## src/rtl/uart_rx_fifo.sv

```systemverilog
// uart_rx_fifo: 8N1 mid-bit-sampling UART receiver feeding a FWFT byte FIFO with ready/valid pop
module uart_rx_fifo #(
    parameter int CLOCK_FREQ = 100_000_000,
    parameter int BAUD_RATE  = 115_200,
    parameter int FIFO_DEPTH = 8
) (
    input  logic                          clk,
    input  logic                          rst,
    input  logic                          serial_in,
    output logic [7:0]                    data_out,
    output logic                          data_out_valid,
    input  logic                          data_out_ready,
    output logic [$clog2(FIFO_DEPTH):0]   count,
    output logic                          frame_err,
    output logic                          overflow
);
    localparam int SYMBOL = CLOCK_FREQ / BAUD_RATE;
    localparam int HALF   = SYMBOL / 2;
    localparam int CW     = $clog2(SYMBOL);
    localparam int AW     = $clog2(FIFO_DEPTH);
    localparam logic [CW-1:0] LAST = CW'(SYMBOL - 1);
    localparam logic [CW-1:0] MID  = CW'(HALF - 1);

    typedef enum logic [2:0] {IDLE, START, DATA, STOP, WAIT_HIGH} state_t;

    state_t        state;
    logic          rx_m, rx_s;
    logic [CW-1:0] cnt;
    logic [2:0]    bit_idx;
    logic [7:0]    shift;
    logic [7:0]    mem [FIFO_DEPTH];
    logic [AW:0]   wr_ptr, rd_ptr;
    logic          stop_samp, push, pop, full, accept;

    assign stop_samp      = state == STOP && cnt == LAST;
    assign push           = stop_samp & rx_s;
    assign full           = wr_ptr[AW-1:0] == rd_ptr[AW-1:0] && wr_ptr[AW] != rd_ptr[AW];
    assign data_out_valid = wr_ptr != rd_ptr;
    assign pop            = data_out_valid & data_out_ready;
    assign accept         = push & (~full | pop);
    assign count          = wr_ptr - rd_ptr;
    assign data_out       = mem[rd_ptr[AW-1:0]];

    always_ff @(posedge clk or negedge rst) begin
        if (!rst) begin
            rx_m      <= 1'b1;
            rx_s      <= 1'b1;
            state     <= IDLE;
            cnt       <= '0;
            bit_idx   <= '0;
            shift     <= '0;
            frame_err <= 1'b0;
        end else begin
            rx_m      <= serial_in;
            rx_s      <= rx_m;
            frame_err <= stop_samp & ~rx_s;
            case (state)
                IDLE: if (!rx_s) begin
                    state <= START;
                    cnt   <= '0;
                end
                START: if (cnt == MID) begin
                    state   <= rx_s ? IDLE : DATA;
                    cnt     <= '0;
                    bit_idx <= '0;
                end else cnt <= cnt + 1'b1;
                DATA: if (cnt == LAST) begin
                    cnt     <= '0;
                    shift   <= {rx_s, shift[7:1]};
                    bit_idx <= bit_idx + 1'b1;
                    if (bit_idx == 3'd7) state <= STOP;
                end else cnt <= cnt + 1'b1;
                STOP: if (cnt == LAST) begin
                    cnt   <= '0;
                    state <= rx_s ? IDLE : WAIT_HIGH;
                end else cnt <= cnt + 1'b1;
                WAIT_HIGH: if (rx_s) state <= IDLE;
                default: state <= IDLE;
            endcase
        end
    end

    always_ff @(posedge clk or negedge rst) begin
        if (!rst) begin
            wr_ptr   <= '0;
            rd_ptr   <= '0;
            overflow <= 1'b0;
        end else begin
            overflow <= push & ~accept;
            if (accept) wr_ptr <= wr_ptr + 1'b1;
            if (pop) rd_ptr <= rd_ptr + 1'b1;
        end
    end

    always_ff @(posedge clk)
        if (accept) mem[wr_ptr[AW-1:0]] <= shift;
endmodule

```

## config.mk

```make
export PLATFORM = sky130hd
export DESIGN_NAME = uart_rx_fifo
export DESIGN_NICKNAME = d
export VERILOG_FILES = /design/src/rtl/uart_rx_fifo.sv
export SDC_FILE = /design/constraint.sdc
export NUM_CORES = 1
export LEC_CHECK = 0
export BUFFER_PORTS_ARGS = -buffer_cell sky130_fd_sc_hd__buf_4
export CAP_MARGIN = 20
export CORE_MARGIN = 4
export CORE_UTILIZATION = 60
export CTS_CLUSTER_DIAMETER = 150
export DETAILED_ROUTE_END_ITERATION = 10
export GPL_TIMING_DRIVEN = 0
export PLACE_DENSITY = 0.89
export SYNTH_ARGS = -nofsm -noshare
export SYNTH_HDL_FRONTEND = slang
export SYNTH_SLANG_ARGS = --single-unit
```

## constraint.sdc

```tcl
create_clock -name clk -period 8.85 [get_ports clk]
set_input_delay 0.4425 -clock clk [delete_from_list [all_inputs] [get_ports clk]]
set_output_delay 0.4425 -clock clk [all_outputs]
set_load 0.01 [all_outputs]
```

Yosys cells after proc, flatten, opt, wreduce, memory -nomap -nowiden
Memory sizes are Yosys's and may differ from the RTL's.
Cells that the tools add are included.

cells by class
  equal/unequal tests = 16
  reduce and logical (&&, ||, !) cells = 10
  add/subtract/negate cells = 5
  bitwise gates (word level) = 9
  muxes and demuxes = 18

operator list
  cell                                                              count
  10-bit two-way mux                                                3
  10-bit case mux with 3 select lines                               1
  3-bit two-way mux                                                 9
  3-bit case mux with 5 select lines                                1
  10-bit by 1-bit adder with 10-bit output, second input constant   1
  10-bit == test, second input constant                             1
  10-bit by 9-bit == test with 1-bit output, second input constant  1
  2-bit != test, second input constant                              5
  4-bit by 1-bit adder with 4-bit output, second input constant     2
  3-bit by 2-bit == test with 1-bit output, second input constant   2
  3-bit == test, second input constant                              2
  3-bit case mux with 2 select lines                                1
  6-bit AND reduction                                               1
  1-bit AND                                                         5
  4-bit != test                                                     1
  2-bit AND reduction                                               2
  4-bit subtractor                                                  1
  3-bit by 1-bit adder with 3-bit output, second input constant     1
  3-bit by 1-bit == test with 1-bit output, second input constant   1
  3-bit == test                                                     1
  3-bit zero test                                                   1
  1-bit NOT                                                         3
  3-bit AND reduction                                               1
  3-bit nonzero test                                                1
  8 further kinds                                                   10

word-level totals
  input bits = 4
  word-level logic and storage cells = 69
  output and inout port bits = 15
  RAM bits = 64
  register bits = 36
  memories = 1

memories
  memory  words  width  rd ports  clocked after memory_dff  wr ports  RTL line  source
  mem     8      8      1         0                         1         31        logic [7:0] mem [FIFO_DEPTH];

Logic depth before layout (Yosys ltp)
  depth in word-level cells = 7
  mapped depth = 9
  depth with buffers taken out = 7

Worst setup path after synthesis
No wires, ideal clock.

  path type = register to register
  from = reg rd_ptr[1]
  to = mem mem[0][0], enable pin
  library setup time = 0.395 ns
  period minus slack after synthesis = 3.085 ns
  path buffers = 2
  data required time = 8.455 ns
  slack = 5.765 ns
  arrival = 2.690 ns
  stages on the path, launching flop included = 9
  path through = dfrtp_1 -> clkbuf_1 -> clkbuf_1 -> inv_1 -> ha_1 -> nand3_1 -> o31a_1 -> nand3_2 -> nor4_1

between the ends
  cells in the longest elaborated chain, start to end = 7
  elaborated cells between the ends (all ways) = 9
  those cells by class = 2 x eq/ne; 2 x mux; 4 x bitwise; 1 x reduce/logical

ends and longest elaborated chain
  element                                      RTL line  source
  from (decl)                                  32        logic [AW:0] wr_ptr, rd_ptr;
  from (signal assigned)                       91        if (pop) rd_ptr <= rd_ptr + 1'b1;
  3-bit == test                                37        assign full = wr_ptr[AW-1:0] == rd_ptr[AW-1:0] && wr_ptr[AW] != rd_ptr[AW];
  1-bit logical AND                            37
  1-bit NOT                                    40        assign accept = push & (~full | pop);
  1-bit OR (*)                                 40
  1-bit AND (*)                                40
  1-bit two-way mux (*)                        96        if (accept) mem[wr_ptr[AW-1:0]] <= shift;
  1-bit two-way mux (implied by the code) (*)  96
  to (decl)                                    31

Every way passes the cells marked *; elsewhere a longest branch is shown, timed or not.

Final worst setup path
  from = reg rd_ptr[1]
  to = mem mem[7][1], enable pin

The elaborated chain is that of the path after synthesis.

==> metrics.cfg <==
[synth]
avgSynthCellArea_um2 = 15.3
synth-async-reset-ratio_pct = 36.0
synth_warnings = 0
syn-cell-area_um2 = 4280
synth-edff-count = 64
synthCells = 280
synth.top_cell.area_share_pct = 45.0
ys_ff_latch = 100
ys.flop_type = edfxtp_1
yosysTopAreaCell = edfxtp_1
synthTopCellsByArea = edfxtp_1 45%, dfrtp_1 20%, mux4_2 8.4%
ys_types = 47
syn_nets = 294
synth-seq-area-share_pct = 66.1

[sta]
slew_violations = 0
whs_ps = 18.5
timing.final.ws_setup_ps = 5350
setup_violations = 0
finalHoldViolCount = 0
rsz0062_at_grt = false
worst_pin_slew_ps = 877
slew_headroom_pct = 41.3
finalCriticalPeriod_ps = 3500
finalCritPeriodShare_pct = 39.5
finalSetupTns_ps = 0
fmax_mhz = 286
finClkSkew_ps = 11.7

[job]
drv_cap = 0

[cts]
cts.sinks = 100
cts-resized-gates = 0
cts-hold-fix-buffers = 0
h-tree-depth = 3
numCtsBuffers = 9
clockBufferDepth = 2
clkLatencyLatePin_ps = 360
cts_setup_buffers = 0
cts.clk_slew.worst_paths_ps = 100
cts_tree = built
root_buffer = clkbuf_8

[power_and_ir_drop]
p_switching_mw = 0.166
pwr-share-seq_pct = 64.4
p_leak_nw = 2.09
intPower_mw = 0.600
power.share.clock_pct = 34.9
switching_share_pct = 21.7
combPwrFrac_pct = 0.7
powerDensity_nw_per_um2 = 160
max-vdd-ir-drop_uv = 95.2
total_power_mw = 0.766

[global_routing]
grt_usage_pct = 20.3
antenna_found_initial = 0
overflow = 0
grt_first_pass_wirelength_um = 13100
grt_start_max_net_pins = 37
grt_pass1_vias = 2544

[drt]
wl_per_cell_um = 18.8
drt_pass1_iterations = 4
drt_iter0_markers = 239
postRouteWirelength_um = 7850
num_vias = 2468
final_antenna_net_count = 0
vias_per_cell = 5.92
drcViolationCount = 0

[outcome]
status = completed

[critical_path]
cp-start-kind = flip-flop
reg2regPathDepth = 8
worst_r2r_endpoint = mem[7][1]
criticalPathCategory = flip-flop to flip-flop
crit_path_end_kind = flip-flop
r2r_start = rd_ptr[1]
crit_required_ps = 8840
crit_arrival_ps = 3480
worstPathMaxFanout = 10
r2r_setup_slack_ps = 5350

[worst_hold_path]
hold_class = input pin to async pin

[place]
place_congestion = 0.831
dpl.cell_count = 400
placed_area_um2 = 4600
dp_slack_ps = 5150
port_buffers = 18
dp_hpwl_um = 5720

[final_layout]
postLayoutCoreUtil_pct = 69.7
layoutNonFillerInstCount = 417
drive_gt1_share_pct = 26.2
diodes = 0
fin_nets = 330
fillers = 433
design_area_um2 = 4790
syn2layout_area_growth_pct = 12.0

[floorplanning]
die_y_um = 92.4
dieArea_um2 = 8540
io_pins = 19
fp.dieW_um = 92.4
num_rows = 30
coreArea_um2 = 6870
start_util_pct = 62.2

[cell usage in the layout (no fill, tap or decap), types with 3 or more instances in the layout]
master,instances
nor3_1,6
nand3_1,10
nor2_1,10
nor2b_1,4
inv_6,3
nor4_2,4
mux4_2,16
xnor2_1,7
edfxtp_1,64
and3_1,6
buf_2,4
inv_1,10
dfrtp_1,34
a22o_1,5
a31oi_1,3
clkbuf_8,9
nand2_1,28
mux2_2,11
clkbuf_1,6
buf_4,24
ha_1,9
a21oi_1,7
o21ai_0,3
[area by class of cell]
cell class              instances  area [um2]  share of cell area (%)
well taps                      96         120                    2.51
clock buffers                   9         124                    2.59
flip-flops and latches        100        2830                    59.0
multi-input cells             159        1390                    28.9
inverters                      11        41.3                   0.862
clock inverters                 7        58.8                    1.23
plain buffers                  10        48.8                    1.02
repair buffers                 25         185                    3.87
[flip-flops by register name (all words and copies together) (netlist names)]
register and count:
mem 64, cnt 10, shift 8, rd_ptr 4
wr_ptr 4, bit_idx 3, state 3, frame_err 1
overflow 1, rx_m 1, rx_s 1
[cell usage after synthesis (all sizes together), types with 2 or more instances]
cell and instances:
nor2 10, inv 10, mux2 11, and3 7, buf 4, clkbuf 6
nand4 3, xor2 2, xnor2 7, edfxtp 64, nor4 4, nor2b 4
dfstp 2, mux4 16, a22o 5, o21ai 4, nand3 12, a31oi 3
a41oi 2, ha 9, a21o 2, nand2 28, and4 2, a21oi 7
dfrtp 34, nor3 6, o22ai 2
[power groups by stage]
| stage | combinational (mW) | sequential (mW) | clock [mW] |
|---|---|---|---|
| floorplan | 0.00100 | 0.503 | 0 |
| global placement | 0.00563 | 0.503 | 0 |
| detailed placement | 0.00591 | 0.503 | 0 |
| CTS | 0.00587 | 0.493 | 0.272 |
| global route | 0.00662 | 0.493 | 0.292 |
| finish | 0.00560 | 0.493 | 0.267 |
[critical path: stages (launching register included)]
cell      delay (ps)
dfrtp_1          420
clkbuf_1         480
clkbuf_1         510
inv_1            100
ha_1             330
nand3_1          110
o31a_1           200
nand3_2          220
nor2_1           750
[routing by layer]
layer	track usage [%]	routed length [um]	share of wire, %	vias up
met5	0	0	0	-
met4	6.31	91	1.2	0
met3	4.14	282	3.6	9
met2	35.6	4270	54	55
met1	25.4	3220	41	1262
li1	-	-	-	1142
[kinds of logic after synthesis]
kind of cell	synth area share (%)
compound gates	5.33
xor+xnor	1.84
fa+ha+maj	3.10
buf+inv	2.11
flops	66.1
mux	11.3
simple gates	10.2
[how the worst max path moves through the flow]
stage               startpoint   endpoint  slack (ps)  depth (start not counted)
floorplan            rd_ptr[1]  mem[0][0]        5770                          8
global placement     rd_ptr[1]  mem[1][2]        4730                          8
detailed placement   rd_ptr[1]  mem[2][2]        5150                          8
CTS                  rd_ptr[1]  mem[2][1]        5140                          8
global route         rd_ptr[1]  mem[7][7]        5070                          8
finish               rd_ptr[1]  mem[7][1]        5350                          8
Note: power is estimated with default switching activity, not from simulation.
